## src/rtl/adder_pkg.sv

```systemverilog
// adder_pkg: shared types and defaults for the bit-serial adder
package adder_pkg;
   localparam int ADDER_WIDTH = 4;
   typedef enum logic [1:0] {IDLE, RUN, DONE} serial_state_t;
endpackage

```

## src/rtl/adder_serial_if.sv

```systemverilog
// adder_serial_if: start/busy/done operation handshake with operands and result
interface adder_serial_if import adder_pkg::*; #(parameter int WIDTH = ADDER_WIDTH);
   logic             start, sub, ci, busy, done, co;
   logic [WIDTH-1:0] a, b, s;
   modport master(output start, sub, a, b, ci, input busy, done, s, co);
   modport slave(input start, sub, a, b, ci, output busy, done, s, co);
endinterface

```

## src/rtl/full_adder.sv

```systemverilog
// full_adder: single-bit full adder cell
module full_adder (
   input  logic a,
   input  logic b,
   input  logic ci,
   output logic s,
   output logic co
);
   assign s  = a ^ b ^ ci;
   assign co = (a & b) | (ci & (a ^ b));
endmodule

```

## src/rtl/adder_serial.sv

```systemverilog
// adder_serial: LSB-first bit-serial adder/subtractor reusing one full-adder cell
module adder_serial import adder_pkg::*; #(parameter int WIDTH = ADDER_WIDTH) (
   input logic          clk,
   input logic          reset,
   adder_serial_if.slave bus
);
   localparam int CW = $clog2(WIDTH + 1);
   localparam logic [CW-1:0] LAST = CW'(WIDTH - 1);
   serial_state_t    state_q, state_d;
   logic [WIDTH-1:0] a_q, a_d, b_q, b_d, s_q, s_d;
   logic [CW-1:0]    cnt_q, cnt_d;
   logic             carry_q, carry_d, fa_s, fa_co;
   full_adder u_fa (.a(a_q[0]), .b(b_q[0]), .ci(carry_q), .s(fa_s), .co(fa_co));
   always_comb begin
      state_d = state_q;
      a_d     = a_q;
      b_d     = b_q;
      s_d     = s_q;
      cnt_d   = cnt_q;
      carry_d = carry_q;
      case (state_q)
         IDLE: if (bus.start) begin
            a_d     = bus.a;
            b_d     = bus.sub ? ~bus.b : bus.b;
            carry_d = bus.ci;
            cnt_d   = '0;
            s_d     = '0;
            state_d = RUN;
         end
         RUN: begin
            // sum bit enters at the MSB so the result lands in place after WIDTH shifts
            a_d     = a_q >> 1;
            b_d     = b_q >> 1;
            s_d     = WIDTH'({fa_s, s_q} >> 1);
            carry_d = fa_co;
            cnt_d   = cnt_q + CW'(1);
            state_d = (cnt_q == LAST) ? DONE : RUN;
         end
         default: state_d = IDLE;
      endcase
   end
   always_ff @(posedge clk) begin
      if (reset) begin
         state_q <= IDLE;
         a_q     <= '0;
         b_q     <= '0;
         s_q     <= '0;
         cnt_q   <= '0;
         carry_q <= 1'b0;
      end else begin
         state_q <= state_d;
         a_q     <= a_d;
         b_q     <= b_d;
         s_q     <= s_d;
         cnt_q   <= cnt_d;
         carry_q <= carry_d;
      end
   end
   assign bus.busy = state_q != IDLE;
   assign bus.done = state_q == DONE;
   assign bus.s    = s_q;
   assign bus.co   = carry_q;
endmodule

```

## src/flat_wrapper.sv

```systemverilog
// flat-port wrapper written by rule: the top's interface ports become plain ports
module adder_serial_flat import adder_pkg::*;
#(parameter int WIDTH = ADDER_WIDTH)
  (clk, reset, bus_start, bus_sub, bus_a, bus_b, bus_ci, bus_busy, bus_done, bus_s, bus_co);
  adder_serial_if #(.WIDTH(WIDTH)) bus_i ();
  input logic clk;
  input logic reset;
  input wire logic [$bits(bus_i.start)-1:0] bus_start;
  input wire logic [$bits(bus_i.sub)-1:0] bus_sub;
  input wire logic [$bits(bus_i.a)-1:0] bus_a;
  input wire logic [$bits(bus_i.b)-1:0] bus_b;
  input wire logic [$bits(bus_i.ci)-1:0] bus_ci;
  output wire logic [$bits(bus_i.busy)-1:0] bus_busy;
  output wire logic [$bits(bus_i.done)-1:0] bus_done;
  output wire logic [$bits(bus_i.s)-1:0] bus_s;
  output wire logic [$bits(bus_i.co)-1:0] bus_co;
  assign bus_i.start = bus_start;
  assign bus_i.sub = bus_sub;
  assign bus_i.a = bus_a;
  assign bus_i.b = bus_b;
  assign bus_i.ci = bus_ci;
  assign bus_busy = bus_i.busy;
  assign bus_done = bus_i.done;
  assign bus_s = bus_i.s;
  assign bus_co = bus_i.co;
  adder_serial #(.WIDTH(WIDTH)) u_core (.clk(clk), .reset(reset), .bus(bus_i));
endmodule
```

## config.mk

```make
export PLATFORM = sky130hd
export DESIGN_NAME = adder_serial_flat
export DESIGN_NICKNAME = d
export VERILOG_FILES = /design/src/rtl/adder_pkg.sv /design/src/rtl/adder_serial_if.sv /design/src/rtl/full_adder.sv /design/src/rtl/adder_serial.sv /design/src/flat_wrapper.sv
export SDC_FILE = /design/constraint.sdc
export NUM_CORES = 1
export LEC_CHECK = 0
export ABC_AREA = 1
export CORE_MARGIN = 2
export CORE_UTILIZATION = 47
export CTS_BUF_LIST = sky130_fd_sc_hd__clkbuf_16
export DETAILED_ROUTE_END_ITERATION = 8
export PLACE_DENSITY = 0.76
export SYNTH_ARGS = -nofsm -noshare
export SYNTH_HDL_FRONTEND = slang
export SYNTH_HIERARCHICAL = 1
export SYNTH_SLANG_ARGS = --single-unit
```

## constraint.sdc

```tcl
create_clock -name clk -period 1.5 [get_ports clk]
set_clock_uncertainty 0.05 [all_clocks]
set_input_delay 0.225 -clock clk [delete_from_list [all_inputs] [get_ports clk]]
set_output_delay 0.225 -clock clk [all_outputs]
set_load 0.01 [all_outputs]
```

==> results.py <==
metrics = {
    "die": {
        "num_rows": 15,
        "io_pins": 20,
        "dieArea_um2": 2180,
        "initial_core_util": 0.496,
        "die_w_um": 46.7,
        "core_um2": 1730,
        "die_h_um": 46.7,
    },
    "yosys": {
        "muxShareOfSynthArea": 0,
        "synth_top_area_share": 0.420,
        "synth_adder_area_share": 0.0526,
        "synth.cells.most_frequent": "nand2_1, nor2_1, dfxtp_1",
        "ys_ff_latch": 18,
        "synth_area_leaders": "dfxtp_1, nand2_1, nor2_1",
        "synth_most_common_cell": "nand2_1",
        "synth_ff_type": "dfxtp_1",
        "synth_edf_count": 0,
        "synth_nets": 135,
        "syn_avg_cell_area_um2": 7.20,
        "yosys.area_share.simple": 0.272,
        "yosysSeqAreaShare": 0.420,
        "synth_warnings": 6,
        "synth-xor-area-share": 0.0307,
        "synth_compound_area_frac": 0.128,
        "netlist_instances": 119,
        "synth_area_um2": 857,
        "synth_top_family_by_area": "simple AND/OR/NAND/NOR gates",
        "ys_types": 18,
        "async_flop_share": 0,
        "synth_top_cell_by_area": "dfxtp_1",
    },
    "worst_setup_path": {
        "critical_path_arrival_ns": 1.17,
        "worstPathRequired_ns": 1.22,
        "cp_num_buf_inv": 1,
        "path_cells": "clkdlybuf4s50_1",
        "path_max_fanout": 3,
        "start_kind": "flip-flop",
        "worstReg2RegEnd": "u_core/cnt_q[2]",
        "slowest_stage": "clkdlybuf4s50_1",
        "crit_family": "buffers and inverters",
        "r2r_slack_ns": 0.19,
        "r2r_cells": 4,
        "r2r-start": "u_core/cnt_q[0]",
        "critPathCaptureType": "output pin",
        "crit_type": "flip-flop to output pin",
        "slowest_delay_ns": 0.55,
    },
    "power": {
        "max-vdd-ir-drop_uv": 1100,
        "combinationalPowerShare": 0.140,
        "intPower_mw": 0.945,
        "power.density_nw_per_um2": 1060,
        "p_leak_nw": 0.508,
        "p_sw_frac": 0.227,
        "power_switching_mw": 0.277,
        "clkPwrFrac": 0.429,
        "sequentialPowerShare": 0.430,
    },
    "timing": {
        "tightest_slew_ns": 0.299,
        "whs_ns": 0.409,
        "rsz0062_at_grt": "no",
        "min_period_ns": 1.44,
        "period_share": 0.961,
        "hold_viol_final": 0,
        "finalSetupTns_ns": 0,
        "setup_violations": 0,
        "final_max_slew_viol_count": 0,
        "max_freq_mhz": 694,
        "max_slew_margin": 0.800,
    },
    "flow_run": {
        "cap_violations": 0,
    },
    "global_routing": {
        "grt_pass1_vias": 631,
        "grt_antenna_before_repair": 0,
        "grtUsageTotal": 0.178,
        "grt_max_degree": 16,
        "overflow": 0,
        "grt_pass1_wl_um": 2730,
    },
    "clock_network": {
        "cts_setup_buffers": 0,
        "clk_pin_slew_worst_paths_ns": 0.05,
        "numCtsBuffers": 3,
        "clockBufferDepth": 2,
        "cts-root-buf": "clkbuf_16",
        "insertion_delay_ns": 0.24,
        "cts_tree": "done",
        "ctsHtreeMaxLevel": 1,
        "clock_sinks": 18,
    },
    "route": {
        "vias": 787,
        "drtIter0Drc": 14,
        "post-route-drc-count": 0,
        "ant_nets": 0,
        "first_pass_iters": 4,
        "wl_per_cell_um": 10.3,
        "viasPerCell": 4.71,
        "drt-total-wl_um": 1720,
    },
    "place": {
        "io_buffers": 19,
        "place_congestion": 0.746,
        "dp_hpwl_um": 1260,
    },
    "hold_path": {
        "whs_endpoint": "u_core/cnt_q[2]",
        "whs_path_depth": 2,
        "min_path_type": "flip-flop to flip-flop",
        "min_from": "u_core/cnt_q[2]",
    },
    "finish": {
        "final_nets": 159,
        "syn_to_final_growth_pct": 35.0,
        "n_antenna_cell": 0,
        "drive_gt1_frac": 0.0986,
        "fill_cells": 160,
    },
    "run_status": {
        "status": "completed",
    },
}
## final cells by class
cell class	instances	area, um^2	share of cell area
multi-input cells	81	414	0.358
flip-flops and latches	18	363	0.314
repair buffers	21	203	0.175
clock buffers	3	75.1	0.0649
inverters	18	67.6	0.0584
well taps	25	31.3	0.0270
clock inverters	1	3.75	0.00324
## sequential cells by signal (all words and copies together), names as in the netlist
name and count:
u_core/b_q 4, u_core/bus.co 1, u_core/bus.s 4, u_core/cnt_q 3, u_core/a_q 4, u_core/state_q 2
## power groups by stage
stage	registers, mW	logic (mW)	clock network [mW]
after detailed placement	0.536	0.173	0
after global placement	0.535	0.169	0
after floorplan	0.534	0.100	0
final	0.526	0.171	0.525
after CTS	0.527	0.173	0.542
after global routing	0.530	0.193	0.555
## stage by stage
step	area (um^2)	power [mW]	util	std cells	setup slack, ns
global route	1160	1.28	0.670	167	0.0228
global placement	1080	0.703	0.625	163	0.0434
detailed placement	1080	0.708	0.625	163	0.0301
CTS	1160	1.24	0.670	167	0.0390
finish	1160	1.22	0.670	167	0.0582
floorplan	857	0.634	-	119	0.242
## routing by layer
layer,vias to the layer above,global-route usage,part of all wire
met5,-,0,0
met4,0,0.0500,0.0058
met3,2,0.0588,0.049
met2,19,0.283,0.48
met1,351,0.232,0.46
li1,415,-,-
## how the worst max path moves through the flow
stage	end	cells past startpoint	slack (ns)	from
2_1_floorplan	u_core/cnt_q[2]	4	0.24	u_core/cnt_q[0]
3_3_place_gp	u_core/b_q[3]	6	0.04	bus_start
3_5_place_dp	u_core/b_q[3]	6	0.03	bus_start
4_1_cts	bus_co	1	0.04	u_core/bus.co
5_1_grt	bus_co	1	0.02	u_core/bus.co
6_report	bus_co	1	0.06	u_core/bus.co
## repair_timing
| item | in CTS | in global routing |
|---|---|---|
| hold buffers | 0 | 0 |
| endpoints found under the setup margin | 2 | 0 |
| gates resized for setup | 4 | 0 |
## cell usage in the layout (no fill, tap or decap), drive strengths merged
cell type / n
o21ai: 10
a21oi: 12
nand2: 27
ha: 2
inv: 18
clkdlybuf4s50: 17
dfxtp: 18
buf: 2
clkbuf: 3
clkinv: 1
or2: 1
nand3: 4
dlygate4sd2: 2
nor3: 1
xnor2: 3
nor2: 20
fa: 1
## cells by family (layout without fill, tap and decap cells)
kind of cell	after synthesis	after routing
XOR/XNOR	3	3
AND/OR/NAND/NOR	53	53
buffers and inverters	20	43
AO/OA/AOI/OAI	22	22
flip-flops	18	18
adder cells (fa/ha/maj)	3	3
Note: power is estimated with default switching activity, not from simulation.
